<file path="src/rtl/mul_iter_pkg.sv">
// Shared types and helpers for the iterative MULT/MULTU unit.
package mul_iter_pkg;

    typedef enum logic [1:0] {
        IDLE = 2'b00,
        CALC = 2'b01,
        SIGN = 2'b10
    } state_t;

    localparam logic MODE_UNSIGNED = 1'b0;
    localparam logic MODE_SIGNED   = 1'b1;

    // Cycles from the accept edge to the edge that raises done:
    // one CALC edge per STEP-bit group plus the sign-fix edge.
    function automatic int unsigned op_cycles(input int unsigned width,
                                              input int unsigned step);
        return width / step + 1;
    endfunction

endpackage

</file>
<file path="src/rtl/mul_iter_step.sv">
// One shift-add step: adds mag_a times the next STEP multiplier bits onto
// the upper half of the running product. The result is WIDTH+STEP bits wide
// so the carry out of the upper half is never lost.
module mul_iter_step
    import mul_iter_pkg::*;
#(
    parameter int WIDTH = 32,
    parameter int STEP  = 1
) (
    input  logic [WIDTH-1:0]      acc_hi,
    input  logic [WIDTH-1:0]      mag_a,
    input  logic [STEP-1:0]       b_bits,
    output logic [WIDTH+STEP-1:0] acc_next
);

    // Partial product is built from STEP shifted copies of the multiplicand.
    always_comb begin
        acc_next = {{STEP{1'b0}}, acc_hi};
        for (int i = 0; i < STEP; i++) begin
            if (b_bits[i]) begin
                acc_next = acc_next + ({{STEP{1'b0}}, mag_a} << i);
            end
        end
    end

endmodule

</file>
<file path="src/rtl/mul_iter.sv">
// Multi-cycle integer multiplier for the MIPS HI/LO path.
// Operands are converted to sign-magnitude on accept, the magnitudes are
// multiplied STEP bits per cycle with a shift-add loop, and a final cycle
// restores the sign of the full 2*WIDTH product.
module mul_iter
    import mul_iter_pkg::*;
#(
    parameter int WIDTH = 32,
    parameter int STEP  = 1
) (
    input  logic                 clk,
    input  logic                 reset,
    input  logic                 start,
    input  logic                 is_signed,
    input  logic [WIDTH-1:0]     a,
    input  logic [WIDTH-1:0]     b,
    output logic                 busy,
    output logic                 done,
    output logic [2*WIDTH-1:0]   z
);

    localparam int NSTEPS = int'(op_cycles(WIDTH, STEP)) - 1;
    localparam int CNT_W  = $clog2(NSTEPS) + 1;
    localparam logic [CNT_W-1:0]   CNT_INIT = CNT_W'(NSTEPS - 1);
    localparam logic [CNT_W-1:0]   CNT_ONE  = CNT_W'(1);
    localparam logic [2*WIDTH-1:0] PROD_ONE = (2*WIDTH)'(1);

    state_t state;
    state_t state_nxt;

    logic                 sign_q;
    logic [WIDTH-1:0]     mag_a_q;
    logic [2*WIDTH-1:0]   prod_q;
    logic [CNT_W-1:0]     cnt_q;

    logic                 a_neg;
    logic                 b_neg;
    logic [WIDTH+STEP-1:0] acc_next;
    logic [2*WIDTH-1:0]   prod_shifted;

    assign a_neg = (is_signed == MODE_SIGNED) && a[WIDTH-1];
    assign b_neg = (is_signed == MODE_SIGNED) && b[WIDTH-1];

    // The low half of prod_q starts as the multiplier magnitude; its bottom
    // STEP bits are the ones being retired this cycle.
    mul_iter_step #(
        .WIDTH (WIDTH),
        .STEP  (STEP)
    ) u_step (
        .acc_hi   (prod_q[2*WIDTH-1:WIDTH]),
        .mag_a    (mag_a_q),
        .b_bits   (prod_q[STEP-1:0]),
        .acc_next (acc_next)
    );

    assign prod_shifted = {acc_next, prod_q[WIDTH-1:STEP]};

    // State register; reset discards any operation in flight.
    always_ff @(posedge clk) begin
        if (!reset) begin
            state <= IDLE;
        end else begin
            state <= state_nxt;
        end
    end

    // Next-state and busy decode; the unused encoding falls back to IDLE.
    always_comb begin
        state_nxt = IDLE;
        busy      = 1'b0;
        case (state)
            IDLE: begin
                state_nxt = start ? CALC : IDLE;
            end
            CALC: begin
                busy      = 1'b1;
                state_nxt = (cnt_q == '0) ? SIGN : CALC;
            end
            SIGN: begin
                busy      = 1'b1;
                state_nxt = IDLE;
            end
            default: begin
                state_nxt = IDLE;
            end
        endcase
    end

    // Datapath: operand capture, shift-add iteration, sign fix and result hold.
    always_ff @(posedge clk) begin
        if (!reset) begin
            sign_q  <= 1'b0;
            mag_a_q <= '0;
            prod_q  <= '0;
            cnt_q   <= '0;
            z       <= '0;
            done    <= 1'b0;
        end else begin
            done <= 1'b0;
            case (state)
                IDLE: begin
                    if (start) begin
                        sign_q  <= a_neg ^ b_neg;
                        mag_a_q <= a_neg ? -a : a;
                        prod_q  <= {{WIDTH{1'b0}}, (b_neg ? -b : b)};
                        cnt_q   <= CNT_INIT;
                    end
                end
                CALC: begin
                    prod_q <= prod_shifted;
                    cnt_q  <= cnt_q - CNT_ONE;
                end
                SIGN: begin
                    z    <= sign_q ? ((~prod_q) + PROD_ONE) : prod_q;
                    done <= 1'b1;
                end
                default: begin
                    done <= 1'b0;
                end
            endcase
        end
    end

endmodule

</file>
<file path="config.mk">
export PLATFORM = sky130hd
export DESIGN_NAME = mul_iter
export DESIGN_NICKNAME = d
export VERILOG_FILES = /design/src/rtl/mul_iter_pkg.sv /design/src/rtl/mul_iter_step.sv /design/src/rtl/mul_iter.sv
export SDC_FILE = /design/constraint.sdc
export NUM_CORES = 1
export LEC_CHECK = 0
export ABC_AREA = 1
export CORE_MARGIN = 2
export CORE_UTILIZATION = 53
export DETAILED_ROUTE_END_ITERATION = 7
export PLACE_DENSITY = 0.78
export SETUP_SLACK_MARGIN = 0.15
export SYNTH_ARGS = -nofsm -noshare
export SYNTH_HDL_FRONTEND = slang
export SYNTH_SLANG_ARGS = --single-unit
export TNS_END_PERCENT = 5
</file>
<file path="constraint.sdc">
create_clock -name clk -period 2.15 [get_ports clk]
set_clock_uncertainty 0.1 [all_clocks]
set_input_delay 0.43 -clock clk [delete_from_list [all_inputs] [get_ports clk]]
set_output_delay 0.43 -clock clk [all_outputs]
set_load 0.01 [all_outputs]
</file>
==> results by group <==
Status
  – Status: completed

Timing
  – Max Clk Rate: 0.475 GHz
  – Hold_ws: 390 ps
  – Final Critical Period: between 2000 and 2500 ps
  – Slew @ Worst Pin: around 640 ps
  – Max Slew Vio Count: 0
  – Final Setup Violations: 0
  – Fin Setup TNS: 0 ps
  – Final Hold Viols: 0
  – RSZ-0062 raised after global routing: yes
  – Tcrit/Tclk final: between 90 and 100%
  – Rel. slew slack: a little under three fifths

Setup path
  – CP arrival: around 2400 ps
  – Path depth of the worst reg2reg path: 15
  – Max FO, Critical Path: 3
  – CP Capture Type: flop
  – Worst Setup SP: prod_q[32]$_SDFFE_PN0P_
  – Critical path class: reg -> reg
  – CP required: 2430 ps
  – Startpoint types: flop
  – Worst setup path end: prod_q[53]$_SDFFE_PN0P_
  – Reg2Reg Setup Slack: about 46 ps
  – FF-to-FF Start: prod_q[32]$_SDFFE_PN0P_
  – R2R Path End: prod_q[53]$_SDFFE_PN0P_

Power
  – Leak: 0.00830 uW
  – Logic gate share of total power: 39.5%
  – Peak supply drop: around 0.5 mV
  – Seq pwr share: 33.1%
  – Switching power: 4590 uW
  – Sw frac: 40.5%
  – P_int: 6760 uW
  – Pwr dens: 649 nW/um^2
  – Clock power share: 27.3%

Synthesis
  – Post-synthesis mux area share: 0%
  – Cell count after synthesis: 2246
  – Asr flop ratio synth: 0%
  – Area fraction in compound gates after synthesis: between 10% and 20%
  – Area contributors post-synth: dfxtp_1, nand2_1, inv_1
  – Largest family of logic cells by synthesized area: simple AND/OR/NAND/NOR gates
  – Synth Area in XOR/XNOR: 3.41%
  – Most used DFF post-synth: dfxtp_1
  – Register area share after synthesis: 26.0%
  – Yosys warning total: 0
  – Cell taking the most area after synthesis: dfxtp_1
  – Synth cell types: 52
  – Post-synthesis adder-cell area fraction: 3.88%
  – Top-area cell type share of the netlist area: 26.0%
  – Post-synth EDFFs: 0
  – Avg Inst Size Synth: 5.83 sq um
  – Mapped cell area: around 13000 sq um
  – Synth Area in Simple Gates: 38.6%
  – Syn nets: 2354
  – Synth Register Bits: 170

Finish
  – Share of layout cells above drive strength 1: 19.5%
  – Ant diodes: 0
  – Final Core Density: 71.9%
  – Nets: 2619
  – Cell Count, Final, Fillers Out: 2848
  – Commonest non-fill, non-tap cell in the layout: nand2_1
  – Syn-to-layout area delta: 33.6%
  – Most frequent cells in the layout: nand2_1, inv_1, nor2_1, buf_4, nand3_1
  – Post-route cell area: approximately 17000 sq um

Clock tree
  – CTS tree: built
  – Hold-fix buffers, CTS: 0
  – Clock transition at path regs: 70 ps
  – TritonCTS Sinks: 170
  – Clk root buf: clkbuf_16
  – Worst-Skew Late Latency: about 450 ps
  – Clk buf depth: 2
  – CTS buffer count: 17
  – Htree depth: 4

Detailed routing
  – Antenna Nets Post-Route: 0
  – Detailed Routing Iterations Pass 1: 6
  – DR vias/cell: 5.48
  – WL per Instance: 16.3 um
  – Vias post-DR: roughly 16000
  – Drt total wl: roughly 46 mm
  – DR iter-0 viols: 1511
  – Post-route DRC: 0

Global routing
  – Remaining global-route overflow: 0
  – Antenna violations before repair: 0
  – Largest net degree at the start of global routing: 110
  – Vias in the first global route: 14100
  – First-pass GRT wire length: between 70 and 80 mm
  – Global Route Usage Sum: about 35%

Hold path
  – Hold Crit Class: reg -> reg
  – Hold Path Depth: 2

Floorplanning
  – FP Rows: 57
  – Die H: 161 um
  – Initial core utilization: 53.8%
  – I/O pin cnt: roughly 130
  – Core ar.: 24300 sq um
  – Die Wd: 161 um
  – Die area: between 20000 and 30000 sq um

Flow run
  – Max_cap viols: 0

Placed design
  – DP Area: 16000 sq um
  – Port-buffer cells: 133
  – HPWL Detailed: 35.7 mm
  – GP Congestion: 0.992
  – Inst Count DP: 2809
==> worst max-delay path: stages, from the launching register on <==
cell	delay, ps
dfxtp_2	360
ha_4	140
inv_2	40
fa_2	390
inv_2	90
buf_6	100
nand2_2	50
nand3_2	80
nand2_1	70
nand2_2	140
nand2_2	80
nand2_1	60
nand2_1	60
nand3_2	70
nand2_2	60
a21oi_2	140
==> through the flow <==
step | power [uW] | setup slack [ps]
3_3_place_gp | 7630 | -417
6_report | 11300 | 46.4
2_1_floorplan | 6180 | 25.5
4_1_cts | 10800 | 94.0
5_1_grt | 11900 | -85.4
3_5_place_dp | 7690 | -513
==> power by group through the flow <==
stage,registers [uW],logic [uW],clock network (uW)
after floorplan,3680,2500,0
after global placement,3760,3870,0
after detailed placement,3770,3920,0
after CTS,3710,4000,3120
after global routing,3770,4900,3240
final,3760,4490,3100
==> layer usage <==
metal	track usage, %	vias to the layer above	part of all wire (%)
met2	54.4	659	44
met3	7.86	107	8.2
met1	46.3	7102	44
met4	13.1	0	3.4
met5	0	-	0
li1	-	7735	-
==> Yosys cell counts, drive strengths merged, types with 5 or more instances <==
cell type	count
nand2	636
inv	334
nor2	301
nand3	193
dfxtp	170
a21oi	163
o21ai	129
clkbuf	51
xor2	47
ha	39
nand4	36
buf	24
o211ai	24
a22oi	19
nor3	18
a31oi	15
nand3b	7
o221ai	6
or2	5
==> logic make-up (layout without fill, tap and decap cells) <==
logic type	count (synthesis)	count (layout)
compound gates	368	368
xor+xnor	51	51
fa+ha+maj	40	40
buf+inv	414	692
flops	170	170
simple gates	1203	1203
==> sequential cells by signal (all words and copies together), names as in the netlist <==
name and cells:
done 1, mag_a_q 32, sign_q 1, z 64
cnt_q 6, state 2, prod_q 64
==> repair_timing <==
action                     CTS  global route
resized for setup           35           234
setup endpoints to repair   54           126
setup buffers                3             4
pin swaps                    6            73
gates cloned                 0             0
==> final cells by class <==
| cell class | instances | area (sq um) |
|---|---|---|
| fillers | 2163 | 6830 |
| clock inverters | 13 | 131 |
| repair buffers | 322 | 2910 |
| well taps | 324 | 405 |
| flip-flops and latches | 170 | 3440 |
| clock buffers | 19 | 453 |
| multi-input cells | 1662 | 8870 |
| inverters | 338 | 1280 |
==> worst min path at each step <==
stage,from,to
floorplan,cnt_q[0]$_SDFFE_PN0P_,cnt_q[0]$_SDFFE_PN0P_
global placement,cnt_q[0]$_SDFFE_PN0P_,cnt_q[0]$_SDFFE_PN0P_
detailed placement,cnt_q[0]$_SDFFE_PN0P_,cnt_q[0]$_SDFFE_PN0P_
CTS,reset,z[25]$_SDFFE_PN0P_
global route,cnt_q[0]$_SDFFE_PN0P_,cnt_q[0]$_SDFFE_PN0P_
finish,cnt_q[5]$_SDFFE_PN0P_,cnt_q[5]$_SDFFE_PN0P_
Power figures use the tool's default switching activity.
